<file path="src/rtl/multicycle_ctrl_pkg.sv">
// multicycle_ctrl_pkg
//   Shared definitions for the multicycle control slice:
//   - FSM state encoding (IF=000, ID=001, EX=010, MEM=011, WB=100)
//   - ALU operation codes consumed by the shared ALU
//   - opcode and funct7 constants for the supported RV32I subset
//   - funct3 -> ALU operation helper used by the decoder
package multicycle_ctrl_pkg;

   typedef enum logic [2:0] {
      ST_IF  = 3'b000,
      ST_ID  = 3'b001,
      ST_EX  = 3'b010,
      ST_MEM = 3'b011,
      ST_WB  = 3'b100
   } state_t;

   localparam logic [3:0] ALUOP_AND = 4'b0000;
   localparam logic [3:0] ALUOP_OR  = 4'b0001;
   localparam logic [3:0] ALUOP_ADD = 4'b0010;
   localparam logic [3:0] ALUOP_SLT = 4'b0100;
   localparam logic [3:0] ALUOP_XOR = 4'b0101;
   localparam logic [3:0] ALUOP_SUB = 4'b0110;
   localparam logic [3:0] ALUOP_LSR = 4'b1000;
   localparam logic [3:0] ALUOP_LSL = 4'b1001;
   localparam logic [3:0] ALUOP_ASR = 4'b1010;

   localparam logic [6:0] OPC_RTYPE = 7'b0110011;
   localparam logic [6:0] OPC_IALU  = 7'b0010011;
   localparam logic [6:0] OPC_LW    = 7'b0000011;
   localparam logic [6:0] OPC_SW    = 7'b0100011;
   localparam logic [6:0] OPC_BEQ   = 7'b1100011;

   localparam logic [6:0] F7_BASE = 7'b0000000;
   localparam logic [6:0] F7_ALT  = 7'b0100000;

   // alt selects the instr[30] variant (SUB for 000, ASR for 101).
   function automatic logic [3:0] funct3_aluop(input logic [2:0] funct3, input logic alt);
      logic [3:0] op;
      op = ALUOP_ADD;
      case (funct3)
         3'b000:  op = alt ? ALUOP_SUB : ALUOP_ADD;
         3'b001:  op = ALUOP_LSL;
         3'b010:  op = ALUOP_SLT;
         3'b100:  op = ALUOP_XOR;
         3'b101:  op = alt ? ALUOP_ASR : ALUOP_LSR;
         3'b110:  op = ALUOP_OR;
         3'b111:  op = ALUOP_AND;
         default: op = ALUOP_ADD;
      endcase
      return op;
   endfunction

endpackage

</file>
<file path="src/rtl/multicycle_ctrl_if.sv">
// multicycle_ctrl_if
//   Bundle between the control FSM and the datapath.
//   master: controller side (reads instr/zero/dmem_ready, drives enables).
//   slave : datapath side.
//   Memory handshake: mem_read/mem_write is a request held high on every
//   MEM cycle; the access completes on the first cycle where the request
//   and dmem_ready are both high. dmem_ready is ignored outside MEM.
interface multicycle_ctrl_if #(
   parameter int INSTRET_W = 32
);
   logic [31:0]          instr;
   logic                 zero;
   logic                 dmem_ready;
   logic                 ir_write;
   logic [3:0]           alu_op;
   logic                 alu_src;
   logic                 mem_read;
   logic                 mem_write;
   logic                 mem_to_reg;
   logic                 reg_write;
   logic                 load_pc;
   logic                 pc_src;
   logic                 illegal;
   logic                 mem_fault;
   logic [INSTRET_W-1:0] instret;

   modport master (
      input  instr, zero, dmem_ready,
      output ir_write, alu_op, alu_src, mem_read, mem_write, mem_to_reg,
             reg_write, load_pc, pc_src, illegal, mem_fault, instret
   );

   modport slave (
      output instr, zero, dmem_ready,
      input  ir_write, alu_op, alu_src, mem_read, mem_write, mem_to_reg,
             reg_write, load_pc, pc_src, illegal, mem_fault, instret
   );
endinterface

</file>
<file path="src/rtl/multicycle_ctrl_alu_decoder.sv">
// alu_decoder
//   Combinational decode of opcode/funct3/funct7 into the ALU operation
//   and a legality flag for the supported RV32I subset.
//   Ports: opcode[6:0], funct3[2:0], funct7[6:0] (instr[31:25]) in;
//          alu_op[3:0], legal out.
module alu_decoder
   import multicycle_ctrl_pkg::*;
(
   input  logic [6:0] opcode,
   input  logic [2:0] funct3,
   input  logic [6:0] funct7,
   output logic [3:0] alu_op,
   output logic       legal
);

   always_comb begin
      alu_op = ALUOP_ADD;
      legal  = 1'b0;
      case (opcode)
         OPC_RTYPE: begin
            // Only the base funct7 or the alternate one on ADD/SUB and SRL/SRA.
            legal  = (funct3 != 3'b011) &&
                     ((funct7 == F7_BASE) ||
                      ((funct7 == F7_ALT) && ((funct3 == 3'b000) || (funct3 == 3'b101))));
            alu_op = funct3_aluop(funct3, funct7[5]);
         end
         OPC_IALU: begin
            // Upper bits are immediate except for shifts, where they are shamt-funct7.
            case (funct3)
               3'b011:  legal = 1'b0;
               3'b001:  legal = (funct7 == F7_BASE);
               3'b101:  legal = (funct7 == F7_BASE) || (funct7 == F7_ALT);
               default: legal = 1'b1;
            endcase
            // addi never becomes SUB; only srai uses instr[30].
            alu_op = funct3_aluop(funct3, (funct3 == 3'b101) && funct7[5]);
         end
         OPC_LW, OPC_SW: begin
            legal  = 1'b1;
            alu_op = ALUOP_ADD;
         end
         OPC_BEQ: begin
            legal  = 1'b1;
            alu_op = ALUOP_SUB;
         end
         default: begin
            legal  = 1'b0;
            alu_op = ALUOP_ADD;
         end
      endcase
   end

endmodule

</file>
<file path="src/rtl/multicycle_ctrl.sv">
// multicycle_ctrl
//   Multicycle IF/ID/EX/MEM/WB control FSM for the RV32I-subset core.
//   Ports:
//     clk    - system clock, rising edge
//     rst    - synchronous active-high reset; forces all enables to 0
//     bus    - multicycle_ctrl_if.master: instr/zero/dmem_ready in,
//              datapath enables, illegal/mem_fault pulses, instret out
//     state  - current FSM state, for observation
//   Parameters:
//     MEM_TIMEOUT - MEM cycles waited for dmem_ready (0 = no timeout, 0..255)
//     INSTRET_W   - retired-instruction counter width
module multicycle_ctrl
   import multicycle_ctrl_pkg::*;
#(
   parameter int MEM_TIMEOUT = 16,
   parameter int INSTRET_W   = 32
) (
   input  logic                clk,
   input  logic                rst,
   multicycle_ctrl_if.master   bus,
   output state_t              state
);

   // Index (0-based) of the MEM cycle on which a missing ready faults.
   localparam int         TO_LAST_I = (MEM_TIMEOUT > 0) ? MEM_TIMEOUT - 1 : 0;
   localparam logic [7:0] TO_LAST   = TO_LAST_I[7:0];
   localparam logic       TO_EN     = (MEM_TIMEOUT != 0);

   state_t               state_q;
   state_t               state_d;
   logic [7:0]           mem_cnt;
   logic [INSTRET_W-1:0] instret_q;
   logic                 retire;
   logic                 mem_timeout;

   logic [6:0] opcode;
   logic [3:0] dec_op;
   logic       dec_legal;
   logic       is_lw;
   logic       is_sw;
   logic       is_beq;

   assign opcode = bus.instr[6:0];
   assign is_lw  = (opcode == OPC_LW);
   assign is_sw  = (opcode == OPC_SW);
   assign is_beq = (opcode == OPC_BEQ);

   alu_decoder u_alu_decoder (
      .opcode (opcode),
      .funct3 (bus.instr[14:12]),
      .funct7 (bus.instr[31:25]),
      .alu_op (dec_op),
      .legal  (dec_legal)
   );

   // Ready on the last allowed cycle still completes the access.
   assign mem_timeout = TO_EN && (mem_cnt == TO_LAST) && !bus.dmem_ready;

   // State register
   always_ff @(posedge clk) begin
      if (rst) begin
         state_q <= ST_IF;
      end else begin
         state_q <= state_d;
      end
   end

   // MEM cycle counter: held at 0 outside MEM so every MEM entry starts fresh.
   always_ff @(posedge clk) begin
      if (rst || (state_q != ST_MEM)) begin
         mem_cnt <= '0;
      end else begin
         mem_cnt <= mem_cnt + 8'd1;
      end
   end

   // Retired-instruction counter, wraps naturally.
   always_ff @(posedge clk) begin
      if (rst) begin
         instret_q <= '0;
      end else if (retire) begin
         instret_q <= instret_q + 1'b1;
      end
   end

   // Next-state logic
   always_comb begin
      state_d = state_q;
      case (state_q)
         ST_IF: state_d = ST_ID;
         ST_ID: state_d = dec_legal ? ST_EX : ST_IF;
         ST_EX: begin
            if (is_beq) begin
               state_d = ST_IF;
            end else if (is_lw || is_sw) begin
               state_d = ST_MEM;
            end else begin
               state_d = ST_WB;
            end
         end
         ST_MEM: begin
            if (bus.dmem_ready) begin
               state_d = is_lw ? ST_WB : ST_IF;
            end else if (mem_timeout) begin
               state_d = ST_IF;
            end else begin
               state_d = ST_MEM;
            end
         end
         ST_WB:   state_d = ST_IF;
         default: state_d = ST_IF;
      endcase
   end

   // Output logic
   always_comb begin
      bus.ir_write   = 1'b0;
      bus.alu_op     = ALUOP_AND;
      bus.alu_src    = 1'b0;
      bus.mem_read   = 1'b0;
      bus.mem_write  = 1'b0;
      bus.mem_to_reg = 1'b0;
      bus.reg_write  = 1'b0;
      bus.load_pc    = 1'b0;
      bus.pc_src     = 1'b0;
      bus.illegal    = 1'b0;
      bus.mem_fault  = 1'b0;
      retire         = 1'b0;
      if (!rst) begin
         bus.alu_op = ALUOP_ADD;
         case (state_q)
            ST_IF: bus.ir_write = 1'b1;
            ST_ID: begin
               if (!dec_legal) begin
                  bus.illegal = 1'b1;
                  bus.load_pc = 1'b1;
               end
            end
            ST_EX: begin
               if (is_beq) begin
                  bus.alu_op  = ALUOP_SUB;
                  bus.load_pc = 1'b1;
                  bus.pc_src  = bus.zero;
                  retire      = 1'b1;
               end else if (is_lw || is_sw) begin
                  bus.alu_src = 1'b1;
               end else begin
                  bus.alu_op  = dec_op;
                  bus.alu_src = (opcode == OPC_IALU);
               end
            end
            ST_MEM: begin
               bus.mem_read  = is_lw;
               bus.mem_write = is_sw;
               if (bus.dmem_ready) begin
                  if (is_sw) begin
                     bus.load_pc = 1'b1;
                     retire      = 1'b1;
                  end
               end else if (mem_timeout) begin
                  bus.mem_fault = 1'b1;
                  bus.load_pc   = 1'b1;
               end
            end
            ST_WB: begin
               bus.reg_write  = 1'b1;
               bus.mem_to_reg = is_lw;
               bus.load_pc    = 1'b1;
               retire         = 1'b1;
            end
            default: ;
         endcase
      end
   end

   assign bus.instret = instret_q;
   assign state       = state_q;

endmodule

</file>
<file path="src/flat_wrapper.sv">
// flat-port wrapper written by rule: the top's interface ports become plain ports
module multicycle_ctrl_flat import multicycle_ctrl_pkg::*;
#(
   parameter int MEM_TIMEOUT = 16,
   parameter int INSTRET_W   = 32
)
  (clk, rst, state, bus_instr, bus_zero, bus_dmem_ready, bus_ir_write, bus_alu_op, bus_alu_src, bus_mem_read, bus_mem_write, bus_mem_to_reg, bus_reg_write, bus_load_pc, bus_pc_src, bus_illegal, bus_mem_fault, bus_instret);
  multicycle_ctrl_if #(.INSTRET_W(INSTRET_W)) bus_i ();
  input  logic clk;
  input  logic rst;
  output state_t state;
  input wire logic [$bits(bus_i.instr)-1:0] bus_instr;
  input wire logic [$bits(bus_i.zero)-1:0] bus_zero;
  input wire logic [$bits(bus_i.dmem_ready)-1:0] bus_dmem_ready;
  output wire logic [$bits(bus_i.ir_write)-1:0] bus_ir_write;
  output wire logic [$bits(bus_i.alu_op)-1:0] bus_alu_op;
  output wire logic [$bits(bus_i.alu_src)-1:0] bus_alu_src;
  output wire logic [$bits(bus_i.mem_read)-1:0] bus_mem_read;
  output wire logic [$bits(bus_i.mem_write)-1:0] bus_mem_write;
  output wire logic [$bits(bus_i.mem_to_reg)-1:0] bus_mem_to_reg;
  output wire logic [$bits(bus_i.reg_write)-1:0] bus_reg_write;
  output wire logic [$bits(bus_i.load_pc)-1:0] bus_load_pc;
  output wire logic [$bits(bus_i.pc_src)-1:0] bus_pc_src;
  output wire logic [$bits(bus_i.illegal)-1:0] bus_illegal;
  output wire logic [$bits(bus_i.mem_fault)-1:0] bus_mem_fault;
  output wire logic [$bits(bus_i.instret)-1:0] bus_instret;
  assign bus_i.instr = bus_instr;
  assign bus_i.zero = bus_zero;
  assign bus_i.dmem_ready = bus_dmem_ready;
  assign bus_ir_write = bus_i.ir_write;
  assign bus_alu_op = bus_i.alu_op;
  assign bus_alu_src = bus_i.alu_src;
  assign bus_mem_read = bus_i.mem_read;
  assign bus_mem_write = bus_i.mem_write;
  assign bus_mem_to_reg = bus_i.mem_to_reg;
  assign bus_reg_write = bus_i.reg_write;
  assign bus_load_pc = bus_i.load_pc;
  assign bus_pc_src = bus_i.pc_src;
  assign bus_illegal = bus_i.illegal;
  assign bus_mem_fault = bus_i.mem_fault;
  assign bus_instret = bus_i.instret;
  multicycle_ctrl #(.MEM_TIMEOUT(MEM_TIMEOUT), .INSTRET_W(INSTRET_W)) u_core (.clk(clk), .rst(rst), .bus(bus_i), .state(state));
endmodule
</file>
<file path="config.mk">
export PLATFORM = sky130hd
export DESIGN_NAME = multicycle_ctrl_flat
export DESIGN_NICKNAME = d
export VERILOG_FILES = /design/src/rtl/multicycle_ctrl_pkg.sv /design/src/rtl/multicycle_ctrl_if.sv /design/src/rtl/multicycle_ctrl_alu_decoder.sv /design/src/rtl/multicycle_ctrl.sv /design/src/flat_wrapper.sv
export SDC_FILE = /design/constraint.sdc
export NUM_CORES = 1
export LEC_CHECK = 0
export ABC_AREA = 1
export BUFFER_PORTS_ARGS = -buffer_cell sky130_fd_sc_hd__buf_2
export CORE_ASPECT_RATIO = 2
export CORE_MARGIN = 2
export CORE_UTILIZATION = 31
export CTS_BUF_LIST = sky130_fd_sc_hd__clkbuf_16
export DETAILED_ROUTE_END_ITERATION = 12
export GPL_TIMING_DRIVEN = 0
export PLACE_DENSITY = 0.62
export SYNTH_ARGS = -nofsm -noshare
export SYNTH_HDL_FRONTEND = slang
export SYNTH_SLANG_ARGS = --single-unit
</file>
<file path="constraint.sdc">
create_clock -name clk -period 3.4 [get_ports clk]
set_clock_uncertainty 0.1 [all_clocks]
set_input_delay 0.17 -clock clk [delete_from_list [all_inputs] [get_ports clk]]
set_output_delay 0.17 -clock clk [all_outputs]
set_load 0.05 [all_outputs]
</file>
* Yosys cells after proc, flatten, opt, wreduce, memory -nomap -nowiden *
Index checks and enable logic that the tools add are counted.

storage, ports and cells
  logic and storage cells = 91
  flip-flop bits (word level) = 43
  output and inout port bits = 49

operators by class
  reduce and logical (&&, ||, !) cells = 14
  equality and inequality tests = 20
  add/subtract/negate cells = 2
  mux-type cells = 52

operators by type and width
  kind                                                                   count
  4-bit one-hot mux with 7 select lines                                  2
  32-bit by 1-bit adder with 32-bit output, second input constant        1
  1-bit 2-to-1 mux                                                       30
  7-bit by 6-bit equality test with 1-bit output, second input constant  3
  3-bit 2-to-1 mux                                                       6
  4-bit 2-to-1 mux                                                       4
  3-bit equality test, second input constant                             5
  3-bit by 2-bit equality test with 1-bit output, second input constant  4
  3-bit one-hot mux with 4 select lines                                  1
  1-bit one-hot mux with 3 select lines                                  3
  8-bit by 1-bit adder with 8-bit output, second input constant          1
  8-bit by 4-bit equality test with 1-bit output, second input constant  1
  2-bit 2-to-1 mux                                                       4
  4-bit one-hot mux with 2 select lines                                  1
  7-bit by 2-bit equality test with 1-bit output, second input constant  1
  7-bit by 5-bit equality test with 1-bit output, second input constant  1
  7-bit equality test, second input constant                             1
  7-bit logical NOT                                                      1
  3-bit by 1-bit equality test with 1-bit output, second input constant  2
  3-bit logical NOT                                                      2
  3-bit by 2-bit != test with 1-bit output, second input constant        2
  1-bit logical OR                                                       5
  1-bit logical AND                                                      4
  1-bit one-hot mux with 4 select lines                                  1
  2 further kinds                                                        2

* Longest topological paths before layout *
  depth in word-level cells = 9
  mapped depth = 11
  mapped depth without buffers = 10

* Cells and area by module *
From an unflattened synthesis, not the netlist that was laid out.

second synthesis, totals
  cells, all modules = 455
  area, all modules = 2723.9 um^2

by module, submodules not included
  module           sequential area each (um^2)  times used  area an instance (um^2)  cells each
  multicycle_ctrl  860.8                        1           2492.4                   400
  alu_decoder      0.0                          1           231.5                    55

* Worst setup path before layout *
OpenSTA, ideal clock, no wires.

  path kind = flip-flop to output port
  start point = reg u_core.state_q[2], in the netlist u_core.state[2]
  end point = out bus_alu_src
  path buffers = 0
  cell stages (with the launch flop) = 4
  arrival = 3.365 ns
  slack = -0.235 ns
  data required time = 3.130 ns
  path through = dfxtp_1 -> nor2_1 -> nand3_1 -> a2111oi_0

between the ends
  cells in the longest elaborated chain, start to end = 3

ends and longest elaborated chain
  what                                            RTL line                source
  start, declared                                 multicycle_ctrl.sv:29   state_t state_q;
  start signal, assigned                          multicycle_ctrl.sv:64   state_q <= state_d;
  3-bit by 2-bit equality test with 1-bit output  multicycle_ctrl.sv:131  case (state_q)
  1-bit 2-to-1 mux                                multicycle_ctrl.sv:131
  1-bit 2-to-1 mux                                multicycle_ctrl.sv:129  if (!rst) begin
  end, declared                                   flat_wrapper.sv:17      output wire logic [$bits(bus_i.alu_src)-1:0] bus_alu_src;

Every way passes these cells.

* Worst setup path in the final report *
  start point = reg u_core.state_q[1], in the netlist u_core.state[1]
  end point = out bus_load_pc

between the ends
  cells in the longest elaborated chain, start to end = 3
  elaborated cells between the ends (all ways) = 6
  those cells by class = eq/ne (4); mux (2)

ends and longest elaborated chain
  what                                         RTL line                source
  3-bit equality test (tied with other cells)  multicycle_ctrl.sv:131
  1-bit one-hot mux with 4 select lines (*)    multicycle_ctrl.sv:131
  1-bit 2-to-1 mux (*)                         multicycle_ctrl.sv:129
  end, declared                                flat_wrapper.sv:22      output wire logic [$bits(bus_i.load_pc)-1:0] bus_load_pc;

Mark *: on every way between the ends. The rest lies on a longest branch, timed or not.

==> summary.md <==
| Metric | Value |
|---|---|
| Cell Area, Synth | `2910 um^2` |
| Layout Cells excl Fill | `666` |
| Io pins | `85` |
| Setup crit start | `u_core.state[1]$_SDFF_PP0_` |
| Post-synth top area cell | `dfxtp_1` |
| Maxcap violations | `0` |
| Flops & latches, synth | `43` |
| Worst-Margin Slew | `518 ps` |
| # hold bufs at CTS | `0` |
| Seq/Total Area, Yosys | `29.6%` |
| Top cells by area, synth | `dfxtp_1 (30%), nand2_1 (23%), nor2_1 (9.2%)` |
| # setup viols final | `0` |
| Register area | `861 um^2` |
| Largest family of logic cells by synthesized area | `simple AND/OR/NAND/NOR gates` |
| M2 GR Usage | `36.1%` |
| Post-Route Setup TNS | `0 ps` |
| Starting density of the core | `31.4%` |
| 1st-iter DRT viols | `131` |
| Die Area | `10200 um^2` |
| PwrDens | `approximately 320 nW/um^2` |
| Vias in the first global route | `roughly 3200` |
| Area of the multi-input gates | `around 1800 um^2` |
| Vias per inst | `4.98` |
| Drt pass-1 iters | `4` |
| Wire per inst | `13.5 um` |
| Post-synth net total | `523` |
| Ys async rst share | `0%` |
| Post-synth EDFFs | `0` |
| Grt met1 use | `16.3%` |
| Fmax | `462 MHz` |
| Synth Area per Inst | `5.99 um^2` |
| Status | `finished, final reports clean` |
| P_sw | `0.253 mW` |
| Post-DRT Antenna Nets | `0` |
| Initial antenna violation count | `0` |
| Max incr delay on CP | `420 ps` |
| NumNets Final | `between 500 and 600` |
| Xor and xnor area share after synthesis | `5.12%` |
| Port Buffers | `69` |
| Area Overhead vs Synth | `22.0%` |
| Global route hottest layer | `met2` |
| Fin area | `3550 um^2` |
| Final slew viol count | `0` |
| Routability cong. | `1.00` |
| Cell internal pwr | `0.868 mW` |
| Period utilization | `63.7%` |
| Max-Slew Margin vs Limit | `65.5%` |
| Share of cells above drive strength 1 | `19.2%` |
| Static leakage | `1.47 nW` |
| Synth unique cells | `31` |
| CP max FO | `10` |
| Post-synthesis adder-cell area fraction | `0.861%` |
| Post-cts resize count | `0` |
| FILL cells | `around 1000` |
| Synth Warn # | `0` |
| Height of the die | `141 um` |
| WS Path Type | `flop to primary output` |
| Global routing usage on met3 | `2.72%` |
| CTS tree | `built` |
| Worst Path Arrival | `approximately 1900 ps` |
| Post-CTS setup buffers | `0` |
| Die width | `72.5 um` |
| Post-synthesis mux area share | `0%` |
| HP Class | `input port to flop` |
| Synth cell count leaders | `nand2_1 (178), nor2_1 (71), dfxtp_1 (43)` |
| Area share of and/or/nand/nor cells after synthesis | `48.3%` |
| Total Routing Usage GR | `between 15 and 20%` |
| Root Buffer | `clkbuf_16` |
| Cts bufs inserted | `5` |
| Top cell type's share of synthesized area | `just under 30%` |
| Share of power burned in the clock network | `48.6%` |
| RSZ-0062 raised after global routing | `false` |
| CTS Sinks | `43` |
| DRC | `0` |
| Seq pwr share | `approximately 45%` |
| Max IR drop VDD | `0.179 mV` |
| CP Buf/Inv Count | `2` |
| Final Power | `roughly 1.1 mW` |
| Crit path cell chain | `nand3_1, nor2_1, nand2_1, nand3_2, buf_2, nor2_1, a21oi_1, buf_2` |
| Tmin final | `2160 ps` |
| Comb pwr share | `6.3%` |
| Worst setup SP type | `flop` |
| Final Hold Fails | `0` |
| Via count of the routed design | `about 3300` |
| Synth Flop Type | `dfxtp_1` |
| Clk buf depth | `2` |
| GRT overflow | `0` |
| Largest net degree at the start of global routing | `14` |
| H-tree levels | `2` |
| Core footprint | `9260 um^2` |
| Post-layout util | `38.3%` |
| Area after DPL | `3380 um^2` |
| Sw frac | `a little under a quarter` |
| Worst path slowest cell | `dfxtp_1` |
| Worst-skew pair later-pin latency | `290 ps` |
| Reg2reg start | `u_core.bus.instret[1]$_SDFFE_PP0P_` |
| Compound-Gate Fraction of Synth Area | `9.21%` |
| HPWL after detailed placement | `approximately 7.4 mm` |
| Routed Wire Length | `8.97 mm` |
| CP Data Required Time | `3130 ps` |
| Hold path start | `bus_instr[6]` |
| Crit. End Element | `primary output` |
| Critical path's top delay family | `simple AND/OR/NAND/NOR gates` |
| Mapped Cells | `485` |
| Global-route wire length before repair | `14.5 mm` |
| Rows | `50` |
| Diode count | `0` |
| Most frequent cell after synthesis | `nand2_1` |
| Placed insts | `658` |
| Clk slew on worst S/H paths | `60 ps` |
-- worst reg2reg max path: stages, from the launching register on --
cell	delay, ps
dfxtp_1	410
ha_1	170
buf_2	190
inv_1	110
nor2_4	190
inv_2	50
nor2_2	250
xor2_1	180
nand2_1	70
a21oi_1	110
-- sequential cells by signal, indices dropped and copies added, names as in the netlist --
register / cells
u_core.bus.instret: 32
u_core.mem_cnt: 8
u_core.state: 3
-- final cells by class --
class                           instances  area share, %
Tap cell                              104           3.67
Clock inverter                          3           1.09
Timing Repair Buffer                   69           9.74
Sequential cell                        43           24.3
Multi-Input combinational cell        395           52.1
Buffer                                 13           2.01
Inverter                               34           3.63
Clock buffer                            5           3.53
-- per-layer routing --
layer / share of wire, % / up-vias
li1: - / 1710
met1: 33 / 1492
met2: 58 / 95
met3: 4.4 / 21
met4: 4.5 / 0
met5: 0 / -
-- cell families (layout without fill, tap and decap cells) --
logic type               count (synthesis)  in the layout
XOR/XNOR                                17             17
AO/OA/AOI/OAI                           51             51
buffers and inverters                   47            124
adder cells (fa/ha/maj)                  2              2
flip-flops                              43             43
AND/OR/NAND/NOR                        325            325
-- stage by stage --
step / worst slack [ps] / hold WS [ps]
5_1_grt: 1070 / 152
6_report: 1240 / 122
2_1_floorplan: 443 / 252
4_1_cts: 1230 / 104
3_5_place_dp: 1410 / 344
3_3_place_gp: 1430 / 327
-- power groups by stage --
stage                     Combinational (mW)  Clock [mW]  Sequential (mW)
final                                 0.0702       0.544            0.506
after global placement                0.0687           0            0.517
after CTS                             0.0703       0.560            0.506
after floorplan                       0.0394           0            0.521
after global routing                  0.0773       0.576            0.506
after detailed placement              0.0701           0            0.517
-- placed cells by master (no fill, tap or decap), drive strengths merged, types with 2 or more instances in the layout --
cell,count
clkinv,3
inv,33
clkbuf,9
nand4,5
xor2,11
nor3b,2
buf,78
dfxtp,43
nand3,29
nor3,10
xnor2,6
nand2,184
nand3b,12
ha,2
a21oi,37
o21ai,9
nor2,82
-- worst paths after layout --
| kind | end | slack [ps] | depth (start not counted) |
|---|---|---|---|
| setup / recovery | bus_load_pc | 1240 | 8 |
| hold / removal | u_core.state[2]$_SDFF_PP0_ | 120 | 4 |
| setup reg to reg | u_core.bus.instret[12]$_SDFFE_PP0P_ | 1500 | 9 |
| hold reg to reg | u_core.mem_cnt[0]$_SDFF_PP0_ | 360 | 1 |
No activity file was read; power rests on OpenSTA's default activity.
